### config.mk
export PLATFORM = sky130hd
export DESIGN_NAME = regfile_dump
export DESIGN_NICKNAME = d
export VERILOG_FILES = /design/src/rtl/regfile_dump.sv
export SDC_FILE = /design/constraint.sdc
export NUM_CORES = 1
export LEC_CHECK = 0
export BUFFER_PORTS_ARGS = -buffer_cell sky130_fd_sc_hd__clkbuf_2
export CORE_MARGIN = 3
export CORE_UTILIZATION = 51
export DETAILED_ROUTE_END_ITERATION = 10
export PLACE_DENSITY = 0.89
export SLEW_MARGIN = 20
export SYNTH_ARGS = -nofsm -noshare
export SYNTH_HDL_FRONTEND = slang
export SYNTH_SLANG_ARGS = --single-unit
### constraint.sdc
create_clock -name clk -period 4.5 [get_ports clk]
set_input_delay 0.9 -clock clk [delete_from_list [all_inputs] [get_ports clk]]
set_output_delay 0.9 -clock clk [all_outputs]
set_load 0.01 [all_outputs]
### src/rtl/regfile_dump.sv
// Sequential read-out of an inclusive (wrapping) register-file address range onto a valid/ready word stream.
// Define REGFILE_DUMP_CHECKSUM_EN to append an XOR checksum word after the last register word.
module regfile_dump #(
  parameter int DW = 32,
  parameter int AW = 5
) (
  input  logic          clk,
  input  logic          rst,
  input  logic          start,
  input  logic [AW-1:0] first_addr,
  input  logic [AW-1:0] last_addr,
  output logic [AW-1:0] raddr,
  input  logic [DW-1:0] rdata,
  output logic          out_valid,
  input  logic          out_ready,
  output logic [DW-1:0] out_data,
  output logic [AW-1:0] out_addr,
  output logic          out_last,
  output logic          busy,
  output logic          done
);

  // state   | meaning
  // IDLE    | waiting for start
  // FETCH   | capture rdata for raddr into the stream registers
  // SEND    | word presented, waiting for handshake
  // CKSUM   | checksum word presented (checksum build only)
  // DONE    | one-cycle completion pulse
`ifdef REGFILE_DUMP_CHECKSUM_EN
  typedef enum logic [2:0] {IDLE, FETCH, SEND, CKSUM, DONE} state_t;
`else
  typedef enum logic [2:0] {IDLE, FETCH, SEND, DONE} state_t;
`endif

  state_t        state_q, state_d;
  logic [AW-1:0] raddr_q, raddr_d;
  logic [AW-1:0] last_q, last_d;
  logic          out_valid_q, out_valid_d;
  logic [DW-1:0] out_data_q, out_data_d;
  logic [AW-1:0] out_addr_q, out_addr_d;
  logic          out_last_q, out_last_d;
  logic          hs;
`ifdef REGFILE_DUMP_CHECKSUM_EN
  logic [DW-1:0] cksum_q, cksum_d;
`endif

  assign hs = out_valid_q && out_ready;

  always_comb begin
    state_d     = state_q;
    raddr_d     = raddr_q;
    last_d      = last_q;
    out_valid_d = out_valid_q;
    out_data_d  = out_data_q;
    out_addr_d  = out_addr_q;
    out_last_d  = out_last_q;
`ifdef REGFILE_DUMP_CHECKSUM_EN
    cksum_d     = cksum_q;
`endif
    case (state_q)
      IDLE: begin
        if (start) begin
          raddr_d = first_addr;
          last_d  = last_addr;
`ifdef REGFILE_DUMP_CHECKSUM_EN
          cksum_d = '0;
`endif
          state_d = FETCH;
        end
      end
      FETCH: begin
        out_data_d  = rdata;
        out_addr_d  = raddr_q;
        out_valid_d = 1'b1;
`ifdef REGFILE_DUMP_CHECKSUM_EN
        out_last_d  = 1'b0;
`else
        out_last_d  = (raddr_q == last_q);
`endif
        state_d     = SEND;
      end
      SEND: begin
        if (hs) begin
          out_valid_d = 1'b0;
`ifdef REGFILE_DUMP_CHECKSUM_EN
          cksum_d = cksum_q ^ out_data_q;
`endif
          if (raddr_q == last_q) begin
`ifdef REGFILE_DUMP_CHECKSUM_EN
            // out_addr already holds last; re-present the stream with the final XOR
            out_valid_d = 1'b1;
            out_data_d  = cksum_q ^ out_data_q;
            out_last_d  = 1'b1;
            state_d     = CKSUM;
`else
            state_d     = DONE;
`endif
          end else begin
            raddr_d = raddr_q + AW'(1);
            state_d = FETCH;
          end
        end
      end
`ifdef REGFILE_DUMP_CHECKSUM_EN
      CKSUM: begin
        if (hs) begin
          out_valid_d = 1'b0;
          state_d     = DONE;
        end
      end
`endif
      DONE:    state_d = IDLE;
      default: state_d = IDLE;
    endcase
  end

  always_ff @(posedge clk or posedge rst) begin
    if (rst) begin
      state_q     <= IDLE;
      raddr_q     <= '0;
      last_q      <= '0;
      out_valid_q <= 1'b0;
      out_data_q  <= '0;
      out_addr_q  <= '0;
      out_last_q  <= 1'b0;
`ifdef REGFILE_DUMP_CHECKSUM_EN
      cksum_q     <= '0;
`endif
    end else begin
      state_q     <= state_d;
      raddr_q     <= raddr_d;
      last_q      <= last_d;
      out_valid_q <= out_valid_d;
      out_data_q  <= out_data_d;
      out_addr_q  <= out_addr_d;
      out_last_q  <= out_last_d;
`ifdef REGFILE_DUMP_CHECKSUM_EN
      cksum_q     <= cksum_d;
`endif
    end
  end

  assign raddr     = raddr_q;
  assign out_valid = out_valid_q;
  assign out_data  = out_data_q;
  assign out_addr  = out_addr_q;
  assign out_last  = out_last_q;
  assign busy      = (state_q != IDLE) && (state_q != DONE);
  assign done      = (state_q == DONE);

endmodule

==> results of run 1 <==
-- metal layers --
layer	routed length, um	share of wire	vias to the layer above	GRT usage
li1	-	-	744	-
met1	1830	0.42	739	0.205
met2	2150	0.50	69	0.312
met3	308	0.071	5	0.0554
met4	41	0.0095	0	0.0438
met5	0	0	-	0
-- per-stage QoR --
| step | setup slack (ns) | power, mW |
|---|---|---|
| after floorplan | 2.37 | 1.52 |
| after global placement | 2.52 | 1.82 |
| after detailed placement | 2.42 | 1.86 |
| after CTS | 2.35 | 2.18 |
| after global routing | 2.21 | 2.31 |
| final | 2.36 | 2.15 |
-- flip-flops by register name, summed over array words and instances, names as in the netlist --
name       flops
last_q         5
out_addr       5
out_valid      1
out_data      32
raddr          5
out_last       1
state_q        2
-- report_power, final --
group / switching (mW) / internal (mW)
clock: 0.146 / 0.166
combinational: 0.481 / 0.504
sequential: 0.160 / 0.692
-- logic make-up (layout without fill, tap and decap cells) --
group	count (synthesis)	count (layout)
muxes	46	46
adders and majority gates	5	5
xor gates and xnor gates	5	5
DFF	51	51
AOI/OAI and AO/OA	21	21
buffers and inverters	14	108
and+or+nand+nor	16	16
-- cell type report --
type / instances / area share
multi-input cells: 93 / 0.316
inverters: 9 / 0.0123
repair buffers: 91 / 0.160
well taps: 50 / 0.0220
clock inverters: 3 / 0.0154
flip-flops and latches: 51 / 0.450
clock buffers: 5 / 0.0242
-- worst max-delay path: stages, from the launching register on --
cell      delay, ns
dfrtp_1        0.41
inv_1          0.11
ha_1           0.30
clkbuf_2       0.13
-- layout by cell type, fill, tap and decap left out, types with 3 or more instances in the layout --
cell type and count:
inv_1 7, xnor2_2 3, ha_1 4, o21ai_0 3, mux2_2 25, o22ai_1 4
dfrtp_1 51, a22oi_1 3, clkbuf_2 91, nand2_1 5, mux2_1 18, nor2_1 3
clkbuf_8 5, nand3_1 4
-- final timing paths --
path | from | to | slack (ns) | cells after the start
worst min-delay path | out_data[30]$_DFFE_PP0P_ | out_data[30]$_DFFE_PP0P_ | 0.49 | 1
worst max register to register | state_q[0]$_DFFE_PP0P_ | raddr[1]$_DFFE_PP0P_ | 2.38 | 6
min in group asynchronous | rst | out_data[13]$_DFFE_PP0P_ | 0.72 | 2
worst min register to register | out_data[30]$_DFFE_PP0P_ | out_data[30]$_DFFE_PP0P_ | 0.49 | 1
worst max-delay path | state_q[0]$_DFFE_PP0P_ | busy | 2.36 | 3
max in group asynchronous | rst | out_data[18]$_DFFE_PP0P_ | 3.28 | 2
==> metrics, run 1 <==
register area=0.00128 sq mm; crit share post-route=0.476; global placer's final weighted congestion=0.819; FMAX=467 MHz; Final Skew=0.00441 ns; global route total overflow=0; Placeable Area=0.00412 sq mm; initial antenna violation count=0; CP Launch Type=flip-flop; leading post-synthesis cells by cell area=dfrtp_1, mux2_2, mux2_1, ha_1, xnor2_2; via count=1557; outcome=finished, final reports clean; io pins=92; DIE AREA=0.00520 sq mm; clock transition at the registers of the reported paths=0.09 ns; Mapped Avg Cell Area=14.1 sq um; gate count of the mapped netlist=158; initial drt markers=52; Starting Density=0.541; Req. time, crit path=3.60 ns; Setup CP Type=flip-flop to output port; root buffer cell=clkbuf_8; fillcell total=294; number of synthesized flops with an enable pin=0; worst slew pin tran=0.885 ns; multi-input logic area=897 sq um; Num CTS Buffers=5; area leader, netlist=dfrtp_1; port bufs=91; FP Rows=23; first-pass GRT wire length=7050 um; PostCTS Resize Cnt=0; most common flop cell mapped by yosys=dfrtp_1; WP data arrival=1.24 ns; Avg WL per Cell=14.4 um; Compound-Gate Fraction of Synth Area=0.0730; largest family of logic cells by synthesized area=multiplexers; DP HPWL=3340 um; TNS Setup=0 ns; post-layout min period=2.14 ns; syn_nets=209; CTS tree=built; DRT Pass-1 Iters=4; top-count cell post-synth=dfrtp_1; Post-CTS Repair Setup Buffers=0; Chip Width=72.1 um; Synth Area in XOR/XNOR=0.0298; Max clock buf depth=2; Synth Area in Simple Gates=0.0376; RSZ-0062 raised after global routing=false; FF+latch count, synth=51; pin count of the biggest net entering global routing=52; share of cells above drive strength 1=0.544; Hold-fix buffers, CTS=0; Final #Nets=302; final routed DRC violation total=0; mux contribution to synthesized area=0.233; die height=72.1 um; PD cells=756 mW/mm^2; Vias/cell=5.16; Max-Cap Viols=0; vias in the first global route=1609; Yosys cell types=29; Final setup violation count=0; share of synthesized flip-flops with an asynchronous set or reset=1.00; placed cell count=294; Post-Synth Adder-Cell Area=0.0281; area share of the largest cell type after synthesis=0.573; Slew Limit Fails=0; remaining antenna violation count=0; Mapped Area=0.00223 sq mm; all-layer global routing usage=0.176; total leakage power=1.39 nW; clock sinks=51; post-route cell area=0.00284 sq mm; worst skew pair latency=0.30 ns; n_diodes=0; final WL=4330 um; post-synthesis sequential area ratio=0.573; Layout Cells excl Fill=302; top cells by count, synth=dfrtp_1, mux2_2, mux2_1; Hold Slack=0.493 ns; crit-path max FO=4; fin util=0.690; dpl cell area=0.00273 sq mm; Slew HR=0.410; H-Tree Level Count=2; Final Hold Fails=0; VDD IR max=382 uV; worst hold path class=flip-flop to flip-flop; Yosys warnings=0; area delta synth->final=27.5%; crit path capture type=output port
Note: power is estimated with default switching activity, not from simulation.
==> run 2: changes to the inputs <==
--- a/config.mk
+++ b/config.mk
@@ -7,9 +7,9 @@
 export LEC_CHECK = 0
 export BUFFER_PORTS_ARGS = -buffer_cell sky130_fd_sc_hd__clkbuf_2
 export CORE_MARGIN = 3
-export CORE_UTILIZATION = 51
+export CORE_UTILIZATION = 43
 export DETAILED_ROUTE_END_ITERATION = 10
-export PLACE_DENSITY = 0.89
+export PLACE_DENSITY = 0.81
 export SLEW_MARGIN = 20
 export SYNTH_ARGS = -nofsm -noshare
 export SYNTH_HDL_FRONTEND = slang
==> constraint.sdc (replaced) <==
create_clock -name clk -period 1.9 [get_ports clk]
set_input_delay 0.38 -clock clk [delete_from_list [all_inputs] [get_ports clk]]
set_output_delay 0.38 -clock clk [all_outputs]
set_load 0.01 [all_outputs]
==> run 2 against run 1 <==
Against the previous run:
- sequential cell count did not move
- die area rose by 17%
- power rose by 140%
- combinational power rose by 140%
- final cell count rose by 7.6%
- global-route usage fell by 1.9 points
- wire length rose by 3.3%
==> metrics, run 2 (same netlist as run 1, synthesis figures left out) <==
outcome=finished, final reports clean; clock share of power=0.143; PD cells=1770 mW/mm^2; Vias/cell=4.90; Int Power=3.28 mW; DIE AREA=0.00608 sq mm; VDD IR max=1020 uV; Chip Width=78.0 um; remaining antenna violation count=0; root buffer cell=clkbuf_8; CP Launch Type=flip-flop; CP max stage cell=dfrtp_1; Hold Slack=0.0440 ns; Final Skew=0.00671 ns; via count=1594; Avg WL per Cell=13.8 um; largest delay contributor family on the critical path=compound AO/OA/AOI/OAI gates; Final setup violation count=0; worst skew pair latency=0.30 ns; global placer's final weighted congestion=0.806; global route total overflow=0; post-layout min period=1.77 ns; port bufs=91; most common cell after layout, fill and taps aside=clkbuf_2; total power=5.17 mW; multi-input logic area=902 sq um; pin count of the biggest net entering global routing=34; Setup CP Type=flip-flop to flip-flop; Crit path largest cell delay=0.42 ns; total leakage power=1.42 nW; CTS tree=built; post-route cell area=0.00292 sq mm; Slew Limit Fails=0; initial antenna violation count=0; crit share post-route=0.930; first-pass GRT wire length=7590 um; area delta synth->final=31.2%; H-Tree Level Count=2; Max clock buf depth=2; Req. time, crit path=2.12 ns; Sw Share=0.364; TNS Setup=0 ns; WP data arrival=1.99 ns; crit path capture type=flip-flop; register area=0.00128 sq mm; vias in the first global route=1622; Post-CTS Repair Setup Buffers=0; io pins=92; Seq pwr share=0.391; CP Cell Sequence=inv_1 > ha_2 > mux2i_1 > buf_4 > a211oi_1 > o21ai_0 > a22oi_1; FMAX=566 MHz; Final Hold Fails=0; crit-path max FO=5; power share of the combinational group=0.466; worst slew pin tran=0.401 ns; Starting Density=0.459; Largest register FFs=32; clock transition at the registers of the reported paths=0.09 ns; CP Buf/Inv Count=2; fillcell total=383; Slew HR=0.732; commonest non-fill, non-tap cells in the layout=clkbuf_2, dfrtp_1, mux2_2, mux2_1, inv_1; Max-Cap Viols=0; Placeable Area=0.00485 sq mm; dpl cell area=0.00280 sq mm; clock sinks=51; n_diodes=0; worst hold path class=primary input to asynchronous set/reset pin; all-layer global routing usage=0.157; final WL=4480 um; Final #Nets=308; DP HPWL=3500 um; die height=78.0 um; initial drt markers=50; final routed DRC violation total=0; FP Rows=25; share of cells above drive strength 1=0.562; Num CTS Buffers=5; DRT Pass-1 Iters=4; NetSw=1.88 mW
[run 2: final timing paths]
path,start,endpoint,slack (ns),cells after the start
worst max-delay path,state_q[0]$_DFFE_PP0P_,raddr[3]$_DFFE_PP0P_,0.13,7
worst min register to register,out_data[30]$_DFFE_PP0P_,out_data[30]$_DFFE_PP0P_,0.49,1
max in group asynchronous,rst,out_data[2]$_DFFE_PP0P_,1.36,3
min in group clk,rdata[0],out_data[0]$_DFFE_PP0P_,0.29,2
worst max register to register,state_q[0]$_DFFE_PP0P_,raddr[3]$_DFFE_PP0P_,0.13,7
worst min-delay path,rst,out_data[4]$_DFFE_PP0P_,0.04,2
[run 2: what timing repair did]
action	CTS	global route
resized for setup	0	2
hold buffers	0	0
endpoints found under the setup margin	0	1
[run 2: per-stage QoR]
stage               cells  utilization  worst slack, ns
detailed placement    317        0.578            0.175
finish                325        0.603            0.134
floorplan             158            -            0.232
global route          325        0.603          -0.0135
global placement      317        0.578            0.236
CTS                   325        0.602            0.153
[run 2: power by group through the flow]
stage	clock network (mW)	registers, mW	logic (mW)
after floorplan	0	2.22	1.37
after global placement	0	2.01	2.38
after detailed placement	0	2.05	2.44
after CTS	0.772	2.02	2.45
after global routing	0.823	2.10	2.66
final	0.739	2.02	2.41
[run 2: cell type report]
cell class,count,area share
clock buffer,5,0.0236
clock inverter,3,0.0150
inverter,9,0.0116
multi-input combinational,93,0.309
sequential,51,0.437
tap,67,0.0287
timing repair buffer,97,0.176
[run 2: routing by layer]
metal | GRT usage | part of all wire | vias up
met4 | 0.0507 | 0.015 | 0
li1 | - | - | 753
met2 | 0.262 | 0.50 | 61
met5 | 0 | 0 | -
met3 | 0.0464 | 0.070 | 8
met1 | 0.195 | 0.42 | 772
